$ cat config.mk
export PLATFORM = sky130hd
export DESIGN_NAME = bcd_serial_adder_ctrl
export DESIGN_NICKNAME = d
export VERILOG_FILES = /design/src/rtl/bcd_serial_adder_ctrl.sv
export SDC_FILE = /design/constraint.sdc
export NUM_CORES = 1
export LEC_CHECK = 0
export ABC_AREA = 1
export CAP_MARGIN = 10
export CORE_MARGIN = 2
export CORE_UTILIZATION = 48
export CTS_CLUSTER_DIAMETER = 40
export DETAILED_ROUTE_END_ITERATION = 12
export PLACE_DENSITY = 0.76
export SYNTH_ARGS = -nofsm -noshare
export SYNTH_HDL_FRONTEND = slang
export SYNTH_SLANG_ARGS = --single-unit
$ cat constraint.sdc
create_clock -name clk -period 2.8 [get_ports clk]
set_input_delay 0.28 -clock clk [delete_from_list [all_inputs] [get_ports clk]]
set_output_delay 0.28 -clock clk [all_outputs]
set_load 0.02 [all_outputs]
$ cat src/rtl/bcd_serial_adder_ctrl.sv
// Digit-serial BCD adder sequencer. One decimal-correcting digit adder is
// reused across DIGITS digits, least-significant digit first.
module bcd_serial_adder_ctrl #(
  parameter int DIGITS = 4
) (
  input  logic                clk,
  input  logic                rst_n,
  input  logic                start,
  input  logic [4*DIGITS-1:0] a,
  input  logic [4*DIGITS-1:0] b,
  input  logic                cin,
  output logic                busy,
  output logic                done,
  output logic [4*DIGITS-1:0] sum,
  output logic                cout,
  output logic                err
);

  localparam int IDX_W = (DIGITS > 1) ? $clog2(DIGITS) : 1;
  localparam logic [IDX_W-1:0] LAST = IDX_W'(DIGITS - 1);

  typedef enum logic [1:0] {
    IDLE,
    ADD,
    DONE
  } state_t;

  state_t state, state_next;

  // Digit-indexed views of the captured operands and the running result.
  logic [DIGITS-1:0][3:0] op_a, op_b, acc, acc_next;
  logic [IDX_W-1:0]       idx;
  logic                   carry, err_acc;

  logic [3:0] a_d, b_d, digit;
  logic [4:0] raw;
  logic       carry_next, digit_bad, capture, last;

  assign last = (idx == LAST);
  assign busy = (state == ADD);
  assign done = (state == DONE);

  // NOTE: every always_comb output gets a default first, so no path leaves
  // a signal unassigned and no latch is inferred.
  always_comb begin
    a_d        = op_a[idx];
    b_d        = op_b[idx];
    raw        = {1'b0, a_d} + {1'b0, b_d} + {4'b0000, carry};
    digit      = raw[3:0];
    carry_next = 1'b0;
    if (raw > 5'd9) begin
      digit      = raw[3:0] + 4'd6;
      carry_next = 1'b1;
    end
    digit_bad     = (a_d > 4'd9) || (b_d > 4'd9);
    acc_next      = acc;
    acc_next[idx] = digit;
  end

  always_comb begin
    state_next = state;
    capture    = 1'b0;
    unique case (state)
      IDLE, DONE: begin
        if (start) begin
          capture    = 1'b1;
          state_next = ADD;
        end else begin
          state_next = IDLE;
        end
      end
      ADD:     if (last) state_next = DONE;
      default: state_next = IDLE;
    endcase
  end

  // NOTE: sequential state uses non-blocking assignments so every register
  // samples the pre-edge values, independent of statement order.
  always_ff @(posedge clk or negedge rst_n) begin
    if (!rst_n) state <= IDLE;
    else        state <= state_next;
  end

  // NOTE: all datapath registers are reset too, because an aborted
  // operation must leave sum/cout/err at zero rather than stale values.
  always_ff @(posedge clk or negedge rst_n) begin
    if (!rst_n) begin
      op_a    <= '0;
      op_b    <= '0;
      acc     <= '0;
      idx     <= '0;
      carry   <= 1'b0;
      err_acc <= 1'b0;
      sum     <= '0;
      cout    <= 1'b0;
      err     <= 1'b0;
    end else if (capture) begin
      op_a    <= a;
      op_b    <= b;
      carry   <= cin;
      acc     <= '0;
      idx     <= '0;
      err_acc <= 1'b0;
    end else if (state == ADD) begin
      acc     <= acc_next;
      carry   <= carry_next;
      err_acc <= err_acc | digit_bad;
      if (last) begin
        // Outputs only change here, so a partial result is never visible.
        idx  <= '0;
        sum  <= acc_next;
        cout <= carry_next;
        err  <= err_acc | digit_bad;
      end else begin
        idx <= idx + 1'b1;
      end
    end
  end

endmodule

Word-level counts from Yosys, hierarchy flattened --
Cells that the tools add are included.
Cells by class: add/sub/neg operators 4, multiply operators 0, div/mod/pow operators 0, magnitude comparators 5, equal/unequal tests 4, shift-type cells 0, multiplexer cells 23, bitwise operators 2, reduce and logical (&&, ||, !) cells 6
Operators with widths (number):
- $mux 16 | 2
- $bmux 4 s2 | 2
- $bwmux 16 | 1
- $mux 4 | 4
- $demux 4 s2 | 1
- $gt 4x4->1 const B | 2
- $mux 1 | 8
- $mux 2 | 4
- $add 4x4->5 | 1
- $add 5x1->5 | 1
- $gt 5x4->1 const B | 1
- $add 4x3->4 const B | 1
- $eq 2x2->1 const B | 2
- $pmux 2 s2 | 1
- $lt 2x3->1 const B | 1
- $reduce_and 3->1 | 1
- $add 2x1->2 const B | 1
- $eq 2x1->1 const B | 1
- $ge 2x1->1 const B | 1
- $logic_not 2->1 | 1
- $ne 2x1->1 const B | 1
- $reduce_bool 2->1 | 1
- $reduce_or 2->1 | 1
- $logic_and 1x1->1 | 1
- other kinds (3) | 3
Word-level totals: register bits after elaboration 72, latch bits 0, bits in writable memories 0, memory bits (read-only) 0, bits of input ports 36, output and inout port bits 20, memories kept 0

Logic depth before layout (Yosys ltp) --
depth after elaboration 9, gate-level depth with buffers 21, gate-level depth less buffers 20

Worst setup path before layout --
Ideal clock, no wire load.
kind register to register, from reg idx[0], to reg acc[5] (netlist name), setup time 118 ps, arrival 2831 ps, data required time 2682 ps, setup slack -149 ps, stages on the path, launching flop included 20, buffers on the path 1, cells stage by stage dfrtp_1 inv_2 buf_2 o21ai_0 o22ai_1 fa_1 fa_1 inv_1 nand2_2 nand2_4 ha_1 inv_1 a21oi_1 a21oi_4 nand2_2 nand2_4 nand2_2 nand3_1 nand3_1 nand2_1
On the way: cells in the longest elaborated chain, start to end 9, elaborated cells on any way between the ends 17
RTL lines:
- start, declared | RTL line 32 | logic [IDX_W-1:0] idx;
- start signal, assigned | RTL line 115 | idx <= idx + 1'b1;
- $bmux 4 s2 (on tied branches) | RTL line 46, 47
- $mux 4 (on tied branches) | RTL line 46, 47
- $add 4x4->5 | RTL line 48 | raw = {1'b0, a_d} + {1'b0, b_d} + {4'b0000, carry};
- $add 5x1->5 | RTL line 48
- $add 4x3->4 or $gt 5x4->1 (tied branches) | RTL line 52, 51
- $mux 4 | RTL line 51 | if (raw > 5'd9) begin
- $bwmux 16 (*) | RTL line 57 | acc_next[idx] = digit;
- $mux 16 (*) | RTL line 104 | end else if (state == ADD) begin
- $mux 16 (*) | RTL line 97 | end else if (capture) begin
- end signal, assigned | RTL line 105 | acc <= acc_next;
- end, declared | RTL line 31 | logic [DIGITS-1:0][3:0] op_a, op_b, acc, acc_next;
Every way passes the cells marked *; elsewhere a longest branch is shown, timed or not. The select of a mux whose other input is x is not followed. A chain may end at the register's enable or synchronous reset.

Final worst setup path --
from reg idx[0], to reg acc[10] (netlist name)
Same word-level chain as after synthesis.

==> summary.txt <==
Timing
  • Fmax: about 350 MHz
  • Final period util: 103%
  • RSZ-0062 raised after global routing: true
  • Max-slew violation count: 0
  • Tmin final: 2.89 ns
  • Final count of hold timing violations: 0
  • Worst setup margin: -0.0920 ns
  • Worst Skew: ~0.0057 ns
  • Worst Tran Pin Value: about 0.42 ns
  • Final setup fails: 18
  • Slew margin rel.: just over 70%

Setup path
  • Flop2flop setup slack: -0.09 ns
  • CP endpoint kind: flip-flop
  • RR Startpoint: idx[0]$_DFFE_PN0P_
  • R2R depth: 14
  • Critical path cell sequence: inv_4 > o21ai_2 > o22ai_2 > fa_2 > fa_2 > buf_4 > buf_4 > nor2_4 > a21oi_4 > nand2_2 > nand3b_1 > nand3_1 > nand3_1 > nand2_1
  • Worst setup path category: reg -> reg
  • Startpoint types: flip-flop
  • Crit path max fanout: 8
  • CP required: just over 3 ns
  • Reg2reg end: acc[10]$_DFFE_PN0P_
  • Top cell family by delay on the critical path: adder cells
  • Slowest cell on crit path: fa_2
  • Crit path buffers/inverters: 3
  • Critical Path AT: approximately 3.1 ns
  • Critical Path Max Stage Delay: a little under 0.6 ns
  • CP endpoint: acc[10]$_DFFE_PN0P_
  • Worst path depth: 14
  • Crit path from: idx[0]$_DFFE_PN0P_

Place
  • Final HPWL DP: roughly 5300 µm
  • Port bufs: between 50 and 60
  • Placer Congestion: about 0.9

Global route
  • Total gr overflow: 0
  • Initial antenna violation count: 0
  • Vias in the first global route: 2,720
  • Largest net degree at the start of global routing: 68
  • First-pass GRT wire length: 12,800 µm
  • Tot GR Track Use: between 20% and 30%

Synth
  • Mean post-synth cell area: around 9.3 µm²
  • Post-Syn Nets: 408
  • Synth unique cells: 24
  • Sequential area share after synthesis: between 50% and 60%
  • Seq cells post-synth: 68
  • Synthesized area: 0.00335 mm²
  • Synthesized instance count: between 300 and 400
  • Count of warnings emitted by yosys: 0

Clocking
  • CTS Buf Count: 9
  • CTS tree: built
  • CTS max path bufs: 2
  • H-tree Lvls: 3
  • Clock root cell: clkbuf_8
  • Latest clock arrival within the worst-skew pair: 0.35 ns
  • Clk slew on worst S/H paths: 0.07 ns
  • Clock sinks: between 60 and 70

Die
  • Die extent in y: 87.5 µm
  • CORE AREA: slightly below 0.007 mm²
  • Die Area: ~0.0077 mm²
  • Starting Density: between 40% and 50%
  • DIE WIDTH: slightly below 90 µm
  • Io pins: 56
  • Num rows: 30

Layout
  • N_diodes: 0
  • Share of layout cells above drive strength 1: approximately 28%
  • Nets@finish: roughly 480
  • Most frequent cells in the layout: 95 x nand2_1, 66 x dfrtp_1, 54 x clkdlybuf4s50_1
  • Layout fillers: 541
  • Fin util: about two thirds
  • Most common cell after layout, fill and taps aside: nand2_1
  • Synthesis-to-finish area growth: 32.4%

Route
  • Starting DRC count in detailed routing: slightly above 90
  • # DRC: 0
  • Final antenna-violating net count: 0
  • Routed wire length: between 7000 and 8000 µm
  • Drt wl/cell: 14.8 µm
  • 1st-pass router iterations: 4
  • Vias/cell: approximately 5.2
  • Vias: about 2,700

Run status
  • Failing checks: setup timing
  • Outcome: finished, violations left

Min path
  • Min-Delay Path Class: in -> async

Job
  • Max_cap viols: 0
## per-layer routing
metal | GRT usage (%) | share of wire (%) | up-vias
met5 | 0 | 0 | -
li1 | - | - | 1326
met3 | 4.36 | 4.1 | 19
met2 | 36.0 | 49 | 72
met1 | 27.2 | 44 | 1279
met4 | 12.0 | 2.6 | 0
## layout make-up
| class | instances | area [µm²] | area share (%) |
|---|---|---|---|
| clock buffers | 11 | 141 | 3.19 |
| clock inverters | 3 | 15.0 | 0.339 |
| inverters | 28 | 113 | 2.54 |
| multi-input cells | 252 | 1640 | 37.0 |
| flip-flops and latches | 68 | 1700 | 38.5 |
| well taps | 80 | 100 | 2.26 |
| repair buffers | 76 | 718 | 16.2 |
## stage by stage
step / setup slack [ns] / hold WS (ns) / TNS, ns / instance area [µm²] / std cells
after floorplan: 0.00915 / -0.0156 / 0 / 3390 / 361
after global placement: -0.0373 / 0.0782 / -0.172 / 4090 / 499
after detailed placement: -0.116 / 0.0797 / -1.36 / 4090 / 499
after CTS: 0.0152 / 0.236 / 0 / 4320 / 516
after global routing: -0.218 / 0.270 / -3.99 / 4430 / 518
final: -0.0920 / 0.248 / -0.886 / 4430 / 518
## worst min path at each step
stage,startpoint,to,slack (ns),depth (start not counted)
after floorplan,rst_n,acc[0]$_DFFE_PN0P_,-0.02,0
after global placement,rst_n,sum[4]$_DFFE_PN0P_,0.08,1
after detailed placement,rst_n,sum[4]$_DFFE_PN0P_,0.08,1
after CTS,rst_n,sum[4]$_DFFE_PN0P_,0.24,2
after global routing,rst_n,sum[4]$_DFFE_PN0P_,0.27,2
final,rst_n,sum[4]$_DFFE_PN0P_,0.25,2
## cell usage after synthesis, drive strengths merged
cell type,n,area [µm²]
a21oi,13,76.3
buf,11,55.1
clkbuf,2,7.51
dfrtp,68,1700
fa,2,40.0
ha,9,113
inv,28,105
mux2,28,315
nand2,108,453
nand3,34,175
nand3b,1,7.51
nor2,19,88.8
o211ai,1,7.51
o21ai,24,120
o22ai,4,25.0
or2,9,56.3
## worst register-to-register path, stage by stage (launching register included)
cell,delay (ns)
dfrtp_2,0.46
inv_4,0.08
o21ai_2,0.15
o22ai_2,0.09
fa_2,0.41
fa_2,0.59
buf_4,0.12
buf_4,0.12
nor2_4,0.05
a21oi_4,0.13
nand2_2,0.10
nand3b_1,0.20
nand3_1,0.14
nand3_1,0.11
nand2_1,0.05
## cells by family (layout without fill, tap and decap cells)
kind of cell	Yosys count	in the layout	share of synthesized area [%]
fa+ha+maj	11	11	4.56
compound gates	42	42	6.84
flops	68	68	50.8
simple gates	171	171	23.3
mux	28	28	9.42
buf+inv	41	118	5.01
## flip-flops by register name (all words and copies together) (netlist names)
name	cells
acc	12
carry	1
cout	1
err	1
err_acc	1
idx	2
op_a	16
op_b	16
state	2
sum	16
## timing repair
action                                 4_1_cts  5_1_grt
hold buffers                                 1        0
setup endpoints to repair                   20       23
gates cloned                                 0        0
endpoints found under the hold margin       68        0
gates resized for setup                     14       20
buffers inserted                             2        2
pin swaps                                    6       12
Power is left out: the tool's default activity adds up to more than one toggle a clock period on the data nets, which glitch-free logic cannot reach.
==> edit: new RTL, same settings <==
Encoding of `state_t`: now one-hot (3 bits for 3 states).
--- a/src/rtl/bcd_serial_adder_ctrl.sv
+++ b/src/rtl/bcd_serial_adder_ctrl.sv
@@ -19,10 +19,10 @@
   localparam int IDX_W = (DIGITS > 1) ? $clog2(DIGITS) : 1;
   localparam logic [IDX_W-1:0] LAST = IDX_W'(DIGITS - 1);
 
-  typedef enum logic [1:0] {
-    IDLE,
-    ADD,
-    DONE
+  typedef enum logic [2:0] {
+    IDLE = 3'b001,
+    ADD  = 3'b010,
+    DONE = 3'b100
   } state_t;
 
   state_t state, state_next;
Behaviour: no difference found for any inputs over 10 cycles, from zero or initial values and one cycle with rst_n low; not proved beyond that.
==> edit against the unedited design <==
The flow still finishes with violations (setup timing); cell count up 17%; wire length up 6.0%; area after synthesis up 0.56%; non-clock buffer count up 6; setup slack worse by 36 ps; sequential cell count up 1; final area up 0.56%.
Power is left out: the tool's default activity adds up to more than one toggle a clock period on the data nets, which glitch-free logic cannot reach.
==> edit: results (changes against the unedited design) <==
Outcome
* run status: finished with violations
* violated checks: setup timing

Timing
* worst hold slack: 9.38 ps, -238 ps
* final-layout setup total negative slack: -1480 ps, -595 ps
* Setup Skew: 9.48 ps, +3.82 ps
* Final setup viols: 20, +2
* Worst-Margin Slew: 761 ps, +339 ps
* post-layout worst setup margin: -128 ps, -35.7 ps

Logic synthesis
* cell types occupying the most area after synthesis: sky130_fd_sc_hd__dfrtp_1, sky130_fd_sc_hd__nand2_1, sky130_fd_sc_hd__nand3_1
* most used standard cells in the synthesized netlist: sky130_fd_sc_hd__nand2_1, sky130_fd_sc_hd__dfrtp_1, sky130_fd_sc_hd__nand3_1, sky130_fd_sc_hd__inv_1, sky130_fd_sc_hd__o21ai_0
* Distinct cells, synth: 23, -4.2%
* share of the yosys chip area belonging to registers: 51.3%, +0.50 points
* average instance area after synthesis: 7.88 um2, -15%
* syn_nets: 473, +16%
* compound-cell area share of the yosys netlist: 6.62%, -0.22 points
* fraction of the mapped netlist area in adder cells: 4.16%, -0.40 points
* most common flop cell mapped by yosys: sky130_fd_sc_hd__dfrtp_1
* multiplexer area fraction after synthesis: 0%, -9.4 points

Critical path
* data arrival time at the worst-slack endpoint: 3150 ps, +20 ps
* reg-to-reg critical path endpoint: sum[3]
* Reg-to-Reg Start: idx[0]
* crit path launch: idx[0]
* cell with the largest stage delay on the worst path: sky130_fd_sc_hd__dfrtp_2
* cell depth of the worst flop-to-flop path: 18, +4
* kind of cell with the highest combined delay on the critical path: simple AND/OR/NAND/NOR gates
* CP max stage delay: 470 ps, -120 ps
* crit-path max FO: 8, unchanged

Drt
* Wirelength per Cell: 13.4 um, -9.1%
* Detailed Route WL: 8.11 mm, +6.0%
* post-detailed-route via-to-cell ratio: 5.06, -2.7%
* first-pass iteration count of the detailed router: 5, +1
* initial drt markers: 208, +130%

Placed design
* half-perimeter wire length of the detailed placement result: 5.61 mm, +5.4%
* cell count after placement: 580, +16%
* post-detailed-placement cell area: 4100 um2, +0.12%
* placer's final routability congestion estimate: 0.871, -2.1%
* post-placement worst setup slack: -137 ps, -20.9 ps

Layout
* Final #Nets: 550, +14%
* share of layout cells above drive strength 1: 16.9%, -11 points
* FILL cells: 571, +5.5%

GRT
* number of antenna violations at the first check in global routing: 0, unchanged
* pin count of the biggest net entering global routing: 38, -44%
* vias in the first global route: 3050, +12%
* first-pass GRT wire length: 13.5 mm, +5.6%
* global-route usage over all layers: 22.5%, +0.60 points
* GR met2 Demand/Resource: 37.8%, +1.8 points
* global-route track usage on met3: 3.39%, -0.97 points
* met1 capacity usage during global routing: 28.7%, +1.5 points

Clock tree
* deepest level of the CTS H-tree: 3, unchanged
* source-to-sink clock delay at the later pin of the worst-skew pair: 340 ps
* quantity of gates resized following cts: 16, +2
* clock root buffer: sky130_fd_sc_hd__clkbuf_8
* number of buffers inserted to repair setup after CTS: 5, +3
* Longest Clk Path Bufs: 2, unchanged

Worst hold path
* worst hold path class: input port to asynchronous set/reset pin

-- edit: changes by cell type in the layout (fill, tap and decap cells not counted), moves of 4 or more --
cell,unedited run,this run
sky130_fd_sc_hd__a21oi_1,11,7
sky130_fd_sc_hd__buf_4,19,25
sky130_fd_sc_hd__inv_1,21,25
sky130_fd_sc_hd__mux2_2,28,0
sky130_fd_sc_hd__nand2_1,95,183
sky130_fd_sc_hd__nand2_4,6,1
sky130_fd_sc_hd__nand3_1,19,36
sky130_fd_sc_hd__nand3_2,14,4
sky130_fd_sc_hd__o21ai_0,16,22
sky130_fd_sc_hd__o21ai_1,5,1
-- edit: routing by layer --
metal  part of all wire, %  up-vias
met5                     0        -
met4                   2.9        0
met3                   5.1       24
met2                    49      120
met1                    43     1419
li1                      -     1495
-- edit: area by class of cell --
cell class	count	area (um2)	share of cell area, %
inverters	30	115	2.58
clock buffers	10	128	2.86
multi-input cells	312	1550	34.7
flip-flops and latches	69	1730	38.8
clock inverters	5	52.6	1.18
repair buffers	82	764	17.2
well taps	96	120	2.70
